File: src/rtl/spmv_multi_fifo.sv
// Bank of NUM_CH independent first-word-fall-through FIFOs with per-channel
// fill level, threshold flags, sticky overflow and high-water mark.
module spmv_multi_fifo #(
    parameter int DATA_WIDTH = 32,
    parameter int DEPTH      = 16,
    parameter int NUM_CH     = 4,
    parameter int LOW_THER   = 1,
    parameter int HIGH_THER  = 12,
    localparam int AW        = $clog2(DEPTH)
) (
    input  logic                         clk,
    input  logic                         rst,
    input  logic                         flush,
    input  logic                         err_clr,
    input  logic [NUM_CH-1:0]            wr_valid,
    input  logic [NUM_CH*DATA_WIDTH-1:0] wr_data,
    output logic [NUM_CH-1:0]            wr_ready,
    output logic [NUM_CH-1:0]            rd_valid,
    output logic [NUM_CH*DATA_WIDTH-1:0] rd_data,
    input  logic [NUM_CH-1:0]            rd_ready,
    output logic [NUM_CH*(AW+1)-1:0]     fill_level,
    output logic [NUM_CH-1:0]            need_data,
    output logic [NUM_CH-1:0]            no_need_data,
    output logic [NUM_CH-1:0]            overflow,
    output logic [NUM_CH*(AW+1)-1:0]     max_level
);

    localparam logic [AW:0] DEPTH_P = DEPTH[AW:0];
    localparam logic [AW:0] ZERO_P  = {(AW+1){1'b0}};
    localparam logic [AW:0] ONE_P   = {{AW{1'b0}}, 1'b1};
    localparam logic [31:0] LOW_P   = LOW_THER[31:0];
    localparam logic [31:0] HIGH_P  = HIGH_THER[31:0];

    for (genvar c = 0; c < NUM_CH; c++) begin : g_ch
        logic [DATA_WIDTH-1:0] mem_r [DEPTH];
        logic [AW:0]           wr_ptr_r;
        logic [AW:0]           rd_ptr_r;
        logic [AW:0]           max_r;
        logic                  ovf_r;
        logic [AW:0]           fill_s;
        logic                  wr_rdy_s;
        logic                  rd_vld_s;
        logic                  wr_en_s;
        logic                  rd_en_s;
        logic                  ovf_set_s;

        // Handshake decode; flush suppresses any transfer in its cycle.
        always_comb begin
            fill_s    = wr_ptr_r - rd_ptr_r;
            wr_rdy_s  = (fill_s != DEPTH_P);
            rd_vld_s  = (fill_s != ZERO_P);
            wr_en_s   = wr_valid[c] & wr_rdy_s & ~flush;
            rd_en_s   = rd_ready[c] & rd_vld_s & ~flush;
            ovf_set_s = wr_valid[c] & ~wr_rdy_s;
        end

        // Pointer update; flush dominates same-cycle writes and pops.
        always_ff @(posedge clk or posedge rst) begin
            if (rst) begin
                wr_ptr_r <= ZERO_P;
                rd_ptr_r <= ZERO_P;
            end else if (flush) begin
                wr_ptr_r <= ZERO_P;
                rd_ptr_r <= ZERO_P;
            end else begin
                if (wr_en_s) wr_ptr_r <= wr_ptr_r + ONE_P;
                if (rd_en_s) rd_ptr_r <= rd_ptr_r + ONE_P;
            end
        end

        // Sticky overflow (set beats clear) and high-water mark tracking.
        always_ff @(posedge clk or posedge rst) begin
            if (rst) begin
                ovf_r <= 1'b0;
                max_r <= ZERO_P;
            end else begin
                if (ovf_set_s)    ovf_r <= 1'b1;
                else if (err_clr) ovf_r <= 1'b0;
                if (err_clr)             max_r <= fill_s;
                else if (fill_s > max_r) max_r <= fill_s;
            end
        end

        // Storage write; the array carries no reset.
        always_ff @(posedge clk) begin
            if (wr_en_s) mem_r[wr_ptr_r[AW-1:0]] <= wr_data[c*DATA_WIDTH +: DATA_WIDTH];
        end

        assign wr_ready[c]                          = wr_rdy_s;
        assign rd_valid[c]                          = rd_vld_s;
        assign rd_data[c*DATA_WIDTH +: DATA_WIDTH]  = mem_r[rd_ptr_r[AW-1:0]];
        assign fill_level[c*(AW+1) +: (AW+1)]       = fill_s;
        assign max_level[c*(AW+1) +: (AW+1)]        = max_r;
        assign overflow[c]                          = ovf_r;
        assign need_data[c]                         = (32'(fill_s) < LOW_P);
        assign no_need_data[c]                      = (32'(fill_s) > HIGH_P);
    end

endmodule
File: config.mk
export PLATFORM = sky130hd
export DESIGN_NAME = spmv_multi_fifo
export DESIGN_NICKNAME = d
export VERILOG_FILES = /design/src/rtl/spmv_multi_fifo.sv
export SDC_FILE = /design/constraint.sdc
export NUM_CORES = 2
export LEC_CHECK = 0
export BUFFER_PORTS_ARGS = -buffer_cell sky130_fd_sc_hd__buf_2
export CAP_MARGIN = 20
export CORE_ASPECT_RATIO = 1.1
export CORE_UTILIZATION = 63
export CTS_CLUSTER_SIZE = 8
export DETAILED_ROUTE_END_ITERATION = 10
export GPL_ROUTABILITY_DRIVEN = 0
export PLACE_DENSITY = 0.81
export SLEW_MARGIN = 0
export SYNTH_ARGS = -nofsm -noshare
export SYNTH_HDL_FRONTEND = slang
export SYNTH_SLANG_ARGS = --single-unit
File: constraint.sdc
create_clock -name clk -period 15.5 [get_ports clk]
set_input_delay 0.775 -clock clk [delete_from_list [all_inputs] [get_ports clk]]
set_output_delay 0.775 -clock clk [all_outputs]
set_load 0.1 [all_outputs]
==> impl_results.md <==
* Status: finished, final reports clean
* Final WL at between 200 and 250 mm
* Top FF cell, synth: edfxtp_1
* Yosys reg bits at 2,112
* P_leak at about 30 nW
* Critical Path RT at 14.73 ns
* Syn-to-layout area delta at 15.8%
* CTS tree: yes
* Crit-path max cell delay at approximately 0.96 ns
* # H-tree levels at 5
* First-pass GRT wire length at between 200 and 300 mm
* Asr flop ratio synth at 0.0303
* Total track usage at 0.320
* PD cells at between 150 and 200 nW/µm²
* Vias/cell at approximately 7
* Commonest non-fill, non-tap cells in the layout: edfxtp_1, mux4_2, buf_2
* Critical path fanouts, max at between 50 and 60
* Global Route met3 Usage at 0.0823
* Fin. max-slew vios at 0
* Final Cycle Share at 0.386
* Ports at about 330
* Clk_lat worst skew at ~0.9 ns
* Cell count of the worst reg-to-reg path at 10
* Clock buffer count from CTS at between 300 and 400
* GR Layer Usage met1 at 0.408
* Final setup vio count at 0
* Tmin final at 5.98 ns
* Syn_area_per_cell at 23.9 µm²
* Most common cell after layout, fill and taps aside: edfxtp_1
* Final net count at just over 4,000
* Hpwl dp at between 90 and 100 mm
* Kind of critical path: register to output port
* Synth area leader: edfxtp_1
* Critical-path top delay cell: dfrtp_4
* DP Cell Count at between 5,000 and 6,000
* Die Span X at approximately 340 µm
* Crit path from: g_ch[2].rd_ptr_r[0]
* Vias in the first global route at around 42,000
* Non-filler cells, final at 5,719
* Post-synthesis sequential area ratio at 0.776
* DRT antenna net count at 0
* Synth warn at 0
* Setup Buffers After CTS at 0
* Slew margin rel. at 0.207
* Largest net degree at the start of global routing at 77
* RSZ-0062 raised after global routing: no
* Global route overflow at 0
* CTS Buffer Depth at 4
* Clock root buffer: clkbuf_16
* Setup_tns at 0 ns
* Worst r2r src: g_ch[0].rd_ptr_r[2]
* CP startpoint kind: register
* Hold_buf cts at 1
* Synthesized area at 81,300 µm²
* Die footprint at about 130,000 µm²
* Most Crowded Layer GR: met2
* Starting density of the core at 0.638
* Max VDD drop at approximately 0.44 mV
* Die H at 379 µm
* Top cell type's share of synthesized area at 0.757
* Post-CTS sizing at 0
* Max Clk Rate at around 170 MHz
* Maxcap violations at 0
* HP Class: input pin to register
* Post-synth EDFFs at ~2,000
* Crit path DAT at roughly 5.2 ns
* DRT Pass-1 Iters at 7
* Final hold viol count at 0
* Post-synth net total at 3,586
* Number of I/O port buffers at between 300 and 400
* Vias at 39,914
* Site row count at 137
* Crit end category: output port
* Initial antenna violation count at 33
* Number of remaining DRC errors at 0
* Filler cells at between 6,000 and 7,000
* Clk sinks at around 2,100
* Share of cells above drive strength 1 at 0.372
* Core Area at 127,000 µm²
* Reg-to-Reg End: g_ch[0].mem_r[14][24]
* R2R setup slack at between 10 and 15 ns
* Synth Instances at 3,394
* Iteration-0 DRC Markers at between 4,000 and 5,000
* Wire per inst at ~36 µm
* Worst Tran Pin Value at ~1.2 ns
* CP Cell Sequence: buf_4 > buf_4 > mux4_2 > mux4_2 > buf_2
* Clock Skews at 0.0743 ns
* Top post-synthesis cells by area: edfxtp_1, mux4_2, dfrtp_1
* Reg clk slew, reported paths at about 0.050 ns
* Met2 Use GR at 0.531
* Cell variety after synth at 50
* Critical Path Sink: rd_data[82]
==> sequential cells by signal, indices dropped and copies added (netlist names) <==
register and count:
g_ch.mem_r 2048, g_ch.rd_ptr_r 20, g_ch.ovf_r 4, g_ch.wr_ptr_r 20, g_ch.max_r 20
==> through the flow <==
step                      hold slack, ns  utilization  cell area (µm²)  setup slack, ns  total power [W]
after global placement             0.512        0.670            85300            10.35           0.0123
after floorplan                    0.505            -            81300             8.78           0.0113
after global routing               0.148        0.739            94100             9.19           0.0189
after CTS                          0.112        0.736            93700             9.45           0.0185
final                              0.163        0.739            94100             9.52           0.0185
after detailed placement           0.524        0.670            85400            10.13           0.0124
==> cells by family (layout without fill, tap and decap cells) <==
logic type | Yosys count | after routing | share of synthesized area
flops | 2112 | 2112 | 0.776
mux | 656 | 656 | 0.180
simple gates | 216 | 216 | 0.0120
other cells | 0 | 16 | 0
xor+xnor | 44 | 44 | 0.00500
compound gates | 73 | 73 | 0.00611
fa+ha+maj | 53 | 53 | 0.00850
buf+inv | 240 | 881 | 0.0123
==> power breakdown <==
| group | leakage [nW] | internal (W) | total [W] | switching [W] |
|---|---|---|---|---|
| clock | 4.07 | 0.00368 | 0.00600 | 0.00232 |
| combinational | 6.88 | 0.00180 | 0.00578 | 0.00399 |
| sequential | 19.3 | 0.00644 | 0.00668 | 0.000239 |
| total | 30.2 | 0.0119 | 0.0185 | 0.00654 |
==> synth_stat cells (all sizes together) (2+ instances only) <==
cell type  count
inv           67
edfxtp      2048
mux2          14
nand4          3
o22ai          4
a21oi         17
ha            48
nor2b          6
or3            6
xor2          18
nand3         22
nor2          84
buf           95
dfrtp         64
nand2b         9
or2            2
o211a          2
fa             4
mux4         640
a21o           5
o21ai         21
o211ai         2
nor3          33
o21a           9
clkbuf        78
mux2i          2
a211oi         2
xnor2         25
a22oi          3
nand2         47
a221oi         3
==> worst min path at each step <==
| stage | startpoint | to | slack (ns) | cells after the start |
|---|---|---|---|---|
| finish | wr_valid[1] | g_ch[1].ovf_r | 0.16 | 3 |
| global route | wr_valid[1] | g_ch[1].ovf_r | 0.15 | 3 |
| CTS | wr_valid[1] | g_ch[1].ovf_r | 0.11 | 3 |
| detailed placement | g_ch[2].ovf_r | g_ch[2].ovf_r | 0.52 | 2 |
| global placement | g_ch[2].ovf_r | g_ch[2].ovf_r | 0.51 | 2 |
| floorplan | g_ch[1].ovf_r | g_ch[1].ovf_r | 0.51 | 2 |
==> cell type report <==
type	count	area, µm²	area share
antenna	16	40.0	0.000425
multi-input combinational	1042	17600	0.187
clock buffer	380	8280	0.0879
sequential	2112	63100	0.671
timing repair buffer	427	2650	0.0281
inverter	67	253	0.00269
tap	1668	2090	0.0222
clock inverter	7	78.8	0.000837
==> worst max-delay path, delay by kind of cell (launching register included) <==
family | cells | cell delay, ns
buffers and inverters | 3 | 2.04
DFF | 1 | 0.96
muxes | 2 | 1.21
==> layer usage <==
metal | vias to the layer above | part of all wire
met2 | 2768 | 0.52
li1 | 15489 | -
met3 | 527 | 0.10
met1 | 21102 | 0.34
met5 | - | 0.00082
met4 | 28 | 0.039
Power figures use the tool's default switching activity.
